===== src/rtl/vga_timing_ctrl.sv =====
// VGA pixel/line sequencer with frame-synchronous background/splash registers.
// Define VGA_IRQ_EN to build the vblank interrupt request/acknowledge logic.
module vga_timing_ctrl #(
   parameter int unsigned CLK_DIV = 2,
   parameter int unsigned H_VIS   = 640,
   parameter int unsigned H_FP    = 16,
   parameter int unsigned H_SYNC  = 96,
   parameter int unsigned H_BP    = 48,
   parameter int unsigned V_VIS   = 480,
   parameter int unsigned V_FP    = 10,
   parameter int unsigned V_SYNC  = 2,
   parameter int unsigned V_BP    = 33
) (
   input  logic       clk,
   input  logic       rst,
   input  logic       cfg_we,
   input  logic       cfg_addr,
   input  logic [4:0] cfg_wdata,
   input  logic       irq_ack,
   output logic       pix_en,
   output logic [9:0] counter_x,
   output logic [8:0] counter_y,
   output logic       hsync,
   output logic       vsync,
   output logic       ins,
   output logic       frame_start,
   output logic [4:0] bcgcol,
   output logic       splash,
   output logic       vblank_irq
);

   localparam int unsigned DivW = $clog2(CLK_DIV);
   localparam logic [DivW-1:0] DivLast = DivW'(CLK_DIV - 1);

   localparam logic [9:0] HVisLast  = 10'(H_VIS - 1);
   localparam logic [9:0] HFpLast   = 10'(H_FP - 1);
   localparam logic [9:0] HSyncLast = 10'(H_SYNC - 1);
   localparam logic [9:0] HBpLast   = 10'(H_BP - 1);
   localparam logic [9:0] VVisLast  = 10'(V_VIS - 1);
   localparam logic [9:0] VFpLast   = 10'(V_FP - 1);
   localparam logic [9:0] VSyncLast = 10'(V_SYNC - 1);
   localparam logic [9:0] VBpLast   = 10'(V_BP - 1);

   typedef enum logic [1:0] {HVis, HFront, HSync, HBack} h_state_e;
   typedef enum logic [1:0] {VVis, VFront, VSync, VBack} v_state_e;

   logic [DivW-1:0] div_q, div_d;
   h_state_e        h_state_q, h_state_d;
   v_state_e        v_state_q, v_state_d;
   logic [9:0]      h_phase_q, h_phase_d, v_phase_q, v_phase_d;
   logic [9:0]      h_last, v_last;
   logic            tick, h_wrap, v_wrap, line_end, commit, frame_wrap;

   logic            pix_en_q, hsync_q, vsync_q, ins_q, frame_start_q;
   logic            hsync_d, vsync_d, ins_d;
   logic [9:0]      counter_x_q, counter_x_d;
   logic [8:0]      counter_y_q, counter_y_d;

   logic [4:0]      bcg_pend_q, bcg_pend_d, bcgcol_q, bcgcol_d;
   logic            splash_pend_q, splash_pend_d, splash_q, splash_d;
   logic            dirty_q, dirty_d;

   always_comb begin
      tick  = (div_q == DivLast);
      div_d = tick ? '0 : div_q + DivW'(1);

      case (h_state_q)
         HVis:    h_last = HVisLast;
         HFront:  h_last = HFpLast;
         HSync:   h_last = HSyncLast;
         default: h_last = HBpLast;
      endcase
      case (v_state_q)
         VVis:    v_last = VVisLast;
         VFront:  v_last = VFpLast;
         VSync:   v_last = VSyncLast;
         default: v_last = VBpLast;
      endcase

      h_wrap     = (h_phase_q == h_last);
      v_wrap     = (v_phase_q == v_last);
      line_end   = h_wrap && (h_state_q == HBack);
      commit     = tick && line_end && v_wrap && (v_state_q == VVis);
      frame_wrap = tick && line_end && v_wrap && (v_state_q == VBack);

      h_state_d = h_state_q;
      h_phase_d = h_phase_q;
      v_state_d = v_state_q;
      v_phase_d = v_phase_q;
      if (tick) begin
         if (h_wrap) begin
            h_phase_d = '0;
            case (h_state_q)
               HVis:    h_state_d = HFront;
               HFront:  h_state_d = HSync;
               HSync:   h_state_d = HBack;
               default: h_state_d = HVis;
            endcase
         end else begin
            h_phase_d = h_phase_q + 10'd1;
         end
         // The vertical FSM only moves on the last pixel of the back porch.
         if (line_end) begin
            if (v_wrap) begin
               v_phase_d = '0;
               case (v_state_q)
                  VVis:    v_state_d = VFront;
                  VFront:  v_state_d = VSync;
                  VSync:   v_state_d = VBack;
                  default: v_state_d = VVis;
               endcase
            end else begin
               v_phase_d = v_phase_q + 10'd1;
            end
         end
      end

      counter_x_d = (h_state_d == HVis) ? h_phase_d : HVisLast;
      counter_y_d = (v_state_d == VVis) ? v_phase_d[8:0] : 9'(V_VIS - 1);
      hsync_d     = (h_state_d != HSync);
      vsync_d     = (v_state_d != VSync);
      ins_d       = (h_state_d == HVis) && (v_state_d == VVis);
   end

   // Commit reads the pre-write pending copy; a coinciding write keeps dirty set.
   always_comb begin
      bcg_pend_d    = bcg_pend_q;
      splash_pend_d = splash_pend_q;
      dirty_d       = dirty_q;
      bcgcol_d      = bcgcol_q;
      splash_d      = splash_q;
      if (commit && dirty_q) begin
         bcgcol_d = bcg_pend_q;
         splash_d = splash_pend_q;
         dirty_d  = 1'b0;
      end
      if (cfg_we) begin
         dirty_d = 1'b1;
         if (cfg_addr) begin
            splash_pend_d = cfg_wdata[0];
         end else begin
            bcg_pend_d = cfg_wdata;
         end
      end
   end

   always_ff @(posedge clk or posedge rst) begin
      if (rst) begin
         div_q         <= '0;
         h_state_q     <= HVis;
         h_phase_q     <= '0;
         v_state_q     <= VVis;
         v_phase_q     <= '0;
         pix_en_q      <= 1'b0;
         counter_x_q   <= '0;
         counter_y_q   <= '0;
         hsync_q       <= 1'b1;
         vsync_q       <= 1'b1;
         ins_q         <= 1'b1;
         frame_start_q <= 1'b0;
         bcg_pend_q    <= '0;
         splash_pend_q <= 1'b0;
         dirty_q       <= 1'b0;
         bcgcol_q      <= '0;
         splash_q      <= 1'b0;
      end else begin
         div_q         <= div_d;
         h_state_q     <= h_state_d;
         h_phase_q     <= h_phase_d;
         v_state_q     <= v_state_d;
         v_phase_q     <= v_phase_d;
         pix_en_q      <= tick;
         counter_x_q   <= counter_x_d;
         counter_y_q   <= counter_y_d;
         hsync_q       <= hsync_d;
         vsync_q       <= vsync_d;
         ins_q         <= ins_d;
         frame_start_q <= frame_wrap;
         bcg_pend_q    <= bcg_pend_d;
         splash_pend_q <= splash_pend_d;
         dirty_q       <= dirty_d;
         bcgcol_q      <= bcgcol_d;
         splash_q      <= splash_d;
      end
   end

`ifdef VGA_IRQ_EN
   logic irq_q;

   // Set has priority over a coinciding acknowledge.
   always_ff @(posedge clk or posedge rst) begin
      if (rst) begin
         irq_q <= 1'b0;
      end else if (commit) begin
         irq_q <= 1'b1;
      end else if (irq_ack) begin
         irq_q <= 1'b0;
      end
   end

   assign vblank_irq = irq_q;
`else
   logic unused_irq_ack;

   assign unused_irq_ack = irq_ack;
   assign vblank_irq     = 1'b0;
`endif

   assign pix_en      = pix_en_q;
   assign counter_x   = counter_x_q;
   assign counter_y   = counter_y_q;
   assign hsync       = hsync_q;
   assign vsync       = vsync_q;
   assign ins         = ins_q;
   assign frame_start = frame_start_q;
   assign bcgcol      = bcgcol_q;
   assign splash      = splash_q;

endmodule


===== config.mk =====
export PLATFORM = sky130hd
export DESIGN_NAME = vga_timing_ctrl
export DESIGN_NICKNAME = d
export VERILOG_FILES = /design/src/rtl/vga_timing_ctrl.sv
export SDC_FILE = /design/constraint.sdc
export NUM_CORES = 1
export LEC_CHECK = 0
export ABC_AREA = 1
export CAP_MARGIN = 10
export CORE_MARGIN = 3
export CORE_UTILIZATION = 40
export DETAILED_ROUTE_END_ITERATION = 16
export GPL_TIMING_DRIVEN = 0
export PLACE_DENSITY = 0.59
export SKIP_CTS_REPAIR_TIMING = 1
export SYNTH_ARGS = -nofsm -noshare
export SYNTH_HDL_FRONTEND = slang
export SYNTH_SLANG_ARGS = --single-unit

===== constraint.sdc =====
create_clock -name clk -period 2.4 [get_ports clk]
set_input_delay 0.24 -clock clk [delete_from_list [all_inputs] [get_ports clk]]
set_output_delay 0.24 -clock clk [all_outputs]
set_load 0.05 [all_outputs]

Word-level counts from Yosys, hierarchy flattened
Index checks and enable logic that the tools add are counted.
- bits of input ports: 10
- word-level logic and storage cells: 66
- register bits after elaboration: 62
- output and inout port bits: 31
- add/sub/neg operators: 3
- equal/unequal tests: 10
- bitwise gates (word level): 1
- mux-type cells: 19
- reductions and logical operators: 15
- operator list (operator ; count):
    10-bit two-way mux ; 4
    10-bit case mux with 3 select lines ; 1
    9-bit two-way mux ; 3
    9-bit case mux with 3 select lines ; 1
    10-bit by 1-bit adder with 10-bit output (second input constant) ; 2
    2-bit case mux with 3 select lines ; 2
    10-bit equality test ; 1
    10-bit by 9-bit equality test with 1-bit output ; 1
    2-bit two-way mux ; 5
    2-bit equality test (second input constant) ; 4
    2-bit logical NOT ; 4
    1-bit logical AND ; 7
    2-bit AND reduction ; 3
    2-bit by 1-bit equality test with 1-bit output (second input constant) ; 2
    2-bit != test (second input constant) ; 2
    1-bit two-way mux ; 3
    2-bit nonzero test ; 1
    1-bit adder (second input constant) ; 1
    1-bit NOT ; 1

Longest topological paths before layout
- depth in word-level cells: 10
- gate-level depth with buffers: 15
- mapped depth without buffers: 15

Worst setup path before layout
No wires, ideal clock.
- path type: flip-flop to flip-flop
- start point: register h_state_q[0]
- end point: register bcgcol_q[0] (netlist: bcgcol[0])
- data required time: 2.282 ns
- buffers on the path: 0
- stages on the path, launching flop included: 13
- slack: 0.501 ns
- clock period less this slack: 1.899 ns
- setup time: 0.118 ns
- data arrival time: 1.781 ns
- cells stage by stage: dfrtp_1 inv_1 ha_1 nand2_1 nand2_1 nor2_2 nand4_2 nor2_4 nand2_4 nor2_1 nand2_2 nand2_1 nand2_1
- longest elaborated chain between the ends: 8
- elaborated cells on any way between the ends: 11
- classes of those cells: eq/ne: 4; mux: 1; reduce/logical: 6
- ends and longest elaborated chain (element ; line ; text):
    start, declared ; 48 ; h_state_e h_state_q, h_state_d;
    start signal, assigned ; 150 ; h_state_q <= HVis;
    start signal, assigned ; 168 ; h_state_q <= h_state_d;
    2-bit equality test, or another cell as far along ; 67 ; case (h_state_q)
    10-bit case mux with 3 select lines ; 67 ;
    10-bit equality test ; 80 ; h_wrap = (h_phase_q == h_last);
    1-bit logical AND * ; 82 ; line_end = h_wrap && (h_state_q == HBack);
    1-bit logical AND * (3 in a row) ; 83 ; commit = tick && line_end && v_wrap && (v_state_q == VVis);
    1-bit logical AND * ; 132 ; if (commit && dirty_q) begin
    end signal, assigned ; 182 ; bcgcol_q <= bcgcol_d;
    end, declared ; 59 ; logic [4:0] bcg_pend_q, bcg_pend_d, bcgcol_q, bcgcol_d;
Every way passes the cells marked *; elsewhere a longest branch is shown, timed or not.
A chain may end at the register's enable or synchronous reset.

Final worst setup path
- start point: register h_state_q[0]
- end point: register counter_y_q[1] (netlist: counter_y[1])
- longest elaborated chain between the ends: 8
- elaborated cells on any way between the ends: 13
- classes of those cells: eq/ne: 4; mux: 6; reduce/logical: 3
- ends and longest elaborated chain (element ; line ; text):
    2-bit equality test, or another cell as far along ; 67 ;
    10-bit case mux with 3 select lines ; 67 ;
    10-bit equality test ; 80 ;
    1-bit logical AND * ; 82 ;
    2-bit two-way mux * ; 103 ; if (line_end) begin
    2-bit two-way mux * ; 90 ; if (tick) begin
    named net v_state_d[0] ; 49 ; v_state_e v_state_q, v_state_d;
    2-bit logical NOT * ; 119 ; counter_y_d = (v_state_d == VVis) ? v_phase_d[8:0] : 9'(V_VIS - 1);
    9-bit two-way mux * ; 119 ;
    named net counter_y_d[1] ; 57 ; logic [8:0] counter_y_q, counter_y_d;
    end signal, assigned ; 174 ; counter_y_q <= counter_y_d;
    end, declared ; 57 ;
The timed path passes the listed nets; every way through them passes the cells marked *.

==> results.yml <==
status:
  status: "completed"
power:
  pwr-share-comb_pct: 3.0
  design_power_total_w: 0.00198
  p_leak_nw: 2.05
  intPower_w: 0.00154
  ir_drop_mv: 0.273
  seqPwrFrac_pct: 54.0
  p_sw_share_pct: 21.9
  p_per_area_nw_per_um2: 514
  power.switching_w: 0.000433
  power.share.clock_pct: 42.9
placement:
  gp_congestion: 0.876
  dp_hpwl_um: 4710
  place_ws_ps: 161
  dpl.cell_count: 501
  port_buffers: 38
synth:
  syn_inst: 363
  synthMuxAreaShare_pct: 1.45
  yosysMostFrequentCell: "nand2_1"
  ys_top_cells_by_count: "nand2_1, dfrtp_1, inv_1, nor2_1, nand3_1"
  yosys.area_share.adder_pct: 4.02
  ys_seq_area_share_pct: 50.0
  synth_cell_type_count: 36
  synth_compound_area_share_pct: 4.59
  ys_warn_count: 0
  async_flop_share_pct: 100
  synth_area_leaders: "dfrtp_1, nand2_1, inv_1, nand3_1, nor2_1"
  synthesis.area_um2: 3110
  synth_top_area_share_pct: 47.5
  synthXorXnorAreaFrac_pct: 1.13
  synth_top_area_cell: "dfrtp_1"
  synth_edf_count: 0
  syn_nets: 383
  synthSimpleGateAreaFrac_pct: 30.4
  synth_top_family_by_area: "simple AND/OR/NAND/NOR gates"
  ys_seq_elements: 62
  syn_avg_cell_area_um2: 8.57
  synth-main-ff-cell: "dfrtp_1"
timing:
  setup_ws_ps: 257
  rsz0062_at_grt: "false"
  final_period_minus_worst_setup_slack_ps: 2140
  fin_setup_tns_ps: 0
  fin_crit_sh_pct: 89.3
  slew_viol_final: 0
  setup_violations: 0
  max_freq_mhz: 467
  slew_headroom_pct: 63.1
  skew_ps: 8.02
  worst_slew_pin_slew_ps: 553
  hold_ws_ps: 259
  hold_viol: 0
die:
  dieArea_um2: 8870
  dieHeight_um: 94.2
  start_util_pct: 42.0
  core-area_um2: 7410
  die_width_um: 94.2
  rows: 31
  ios: 41
setup_path:
  arrival_ps: 2370
  endpoint: "counter_y[1]$_DFF_PP0_"
  startpoint_type: "flip-flop"
  crit_required_ps: 2620
  r2r_end: "counter_y[1]$_DFF_PP0_"
  ff2ff_setup_slack_ps: 260
  crit_path_end_kind: "flip-flop"
  reg2reg_from: "h_state_q[0]$_DFF_PP0_"
  worstRegToRegCells: 13
  crit_type: "flip-flop to flip-flop"
  path_max_fanout: 8
  crit_start: "h_state_q[0]$_DFF_PP0_"
global_route:
  grt_max_degree: 38
  grt_overflow: 0
  track_usage_pct: 16.2
  antenna_found_initial: 0
  grt_pass1_wl_um: 11100
  grt_pass1_vias: 2430
clocking:
  cts_tree: "built"
  clock_sinks: 62
  clockBufferDepth: 2
  cts_root_buf: "clkbuf_8"
  numCtsBuffers: 9
  htreeDepth: 3
  clk_latency_ps: 350
  clk_pin_slew_ps: 70
route:
  antenna_left: 0
  via_count: 2382
  drc: 0
  drtIter0Drc: 54
  dr.pass1.iters: 4
  wl_per_cell_um: 12.0
  viasPerCell: 4.61
  totalWireLength_um: 6210
cells_and_area:
  drive_above_1_share_pct: 15.8
  insertedDiodeCount: 0
  syn_to_final_growth_pct: 23.6
  num-fill-cells: 723
  finalNetCount: 433
  fin_cells: 517
min_path:
  hold_path_class: "primary input to async pin"
job:
  drv_cap: 0
how the worst min path moves through the flow:
stage | cells past startpoint | end | slack (ps) | from
5_1_grt | 2 | counter_x[6]$_DFF_PP0_ | 330 | rst
3_5_place_dp | 0 | pix_en$_DFF_PP0_ | 450 | div_q$_DFF_PP0_
6_report | 2 | counter_x[6]$_DFF_PP0_ | 260 | rst
4_1_cts | 2 | counter_x[6]$_DFF_PP0_ | 280 | rst
3_3_place_gp | 0 | pix_en$_DFF_PP0_ | 460 | div_q$_DFF_PP0_
2_1_floorplan | 1 | splash_pend_q$_DFFE_PP0P_ | 340 | cfg_we
power by group through the flow:
stage | registers, W | logic [W] | clock network [W]
detailed placement | 0.00109 | 0.0000631 | 0
global route | 0.00107 | 0.0000684 | 0.000925
CTS | 0.00107 | 0.0000627 | 0.000885
finish | 0.00107 | 0.0000598 | 0.000848
floorplan | 0.00108 | 0.0000359 | 0
global placement | 0.00109 | 0.0000566 | 0
layout make-up:
class / instances / area [um^2] / area share, %
Buffer: 5 / 38.8 / 1.01
Clock buffer: 13 / 169 / 4.39
Clock inverter: 3 / 17.5 / 0.456
Inverter: 57 / 220 / 5.73
Multi-Input combinational cell: 239 / 1320 / 34.3
Sequential cell: 62 / 1560 / 40.5
Tap cell: 99 / 124 / 3.22
Timing Repair Buffer: 39 / 400 / 10.4
cell usage in the layout (no fill, tap or decap), types with 9 or more instances in the layout:
master / instances
dfrtp_1: 58
ha_1: 9
inv_1: 53
nand2_1: 97
clkbuf_8: 12
clkdlybuf4s50_1: 38
nor2_1: 36
nand3_1: 28
worst max-delay path, stage by stage (launching register included):
cell and delay (ps):
dfrtp_2 400, inv_1 90, ha_1 290, inv_1 50, nand2_1 60, nand2_1 80
nor2_4 150, nand3_2 130, nor2_4 160, nand3_2 140, nand2_1 100, nand2_2 90
nor2_8 200, nand2_1 70
flip-flops by register name, summed over array words and instances, names as in the netlist:
signal and count:
bcg_pend_q 5, bcgcol 5, counter_x 10, counter_y 9
dirty_q 1, div_q 1, frame_start 1, h_phase_q 10
h_state_q 2, hsync 1, ins 1, pix_en 1
splash 1, splash_pend_q 1, v_phase_q 10, v_state_q 2
vsync 1
through the flow:
stage          area [um^2]  utilization (%)
3_5_place_dp          3630             49.1
3_3_place_gp          3610             48.8
4_1_cts               3820             51.6
2_1_floorplan         3110                -
5_1_grt               3840             51.9
6_report              3840             51.9
cells by family (layout without fill, tap and decap cells):
| kind of cell | count (synthesis) | after routing |
|---|---|---|
| xor+xnor | 4 | 4 |
| simple gates | 198 | 198 |
| other cells | 1 | 1 |
| fa+ha+maj | 10 | 10 |
| flops | 62 | 62 |
| mux | 4 | 4 |
| buf+inv | 62 | 117 |
| compound gates | 22 | 22 |
per-layer routing:
| layer | GRT usage [%] | routed length (um) |
|---|---|---|
| met5 | 0 | 0 |
| met4 | 6.50 | 117 |
| met2 | 27.7 | 3100 |
| met1 | 19.3 | 2730 |
| met3 | 4.33 | 256 |
No activity file was read; power rests on OpenSTA's default activity.
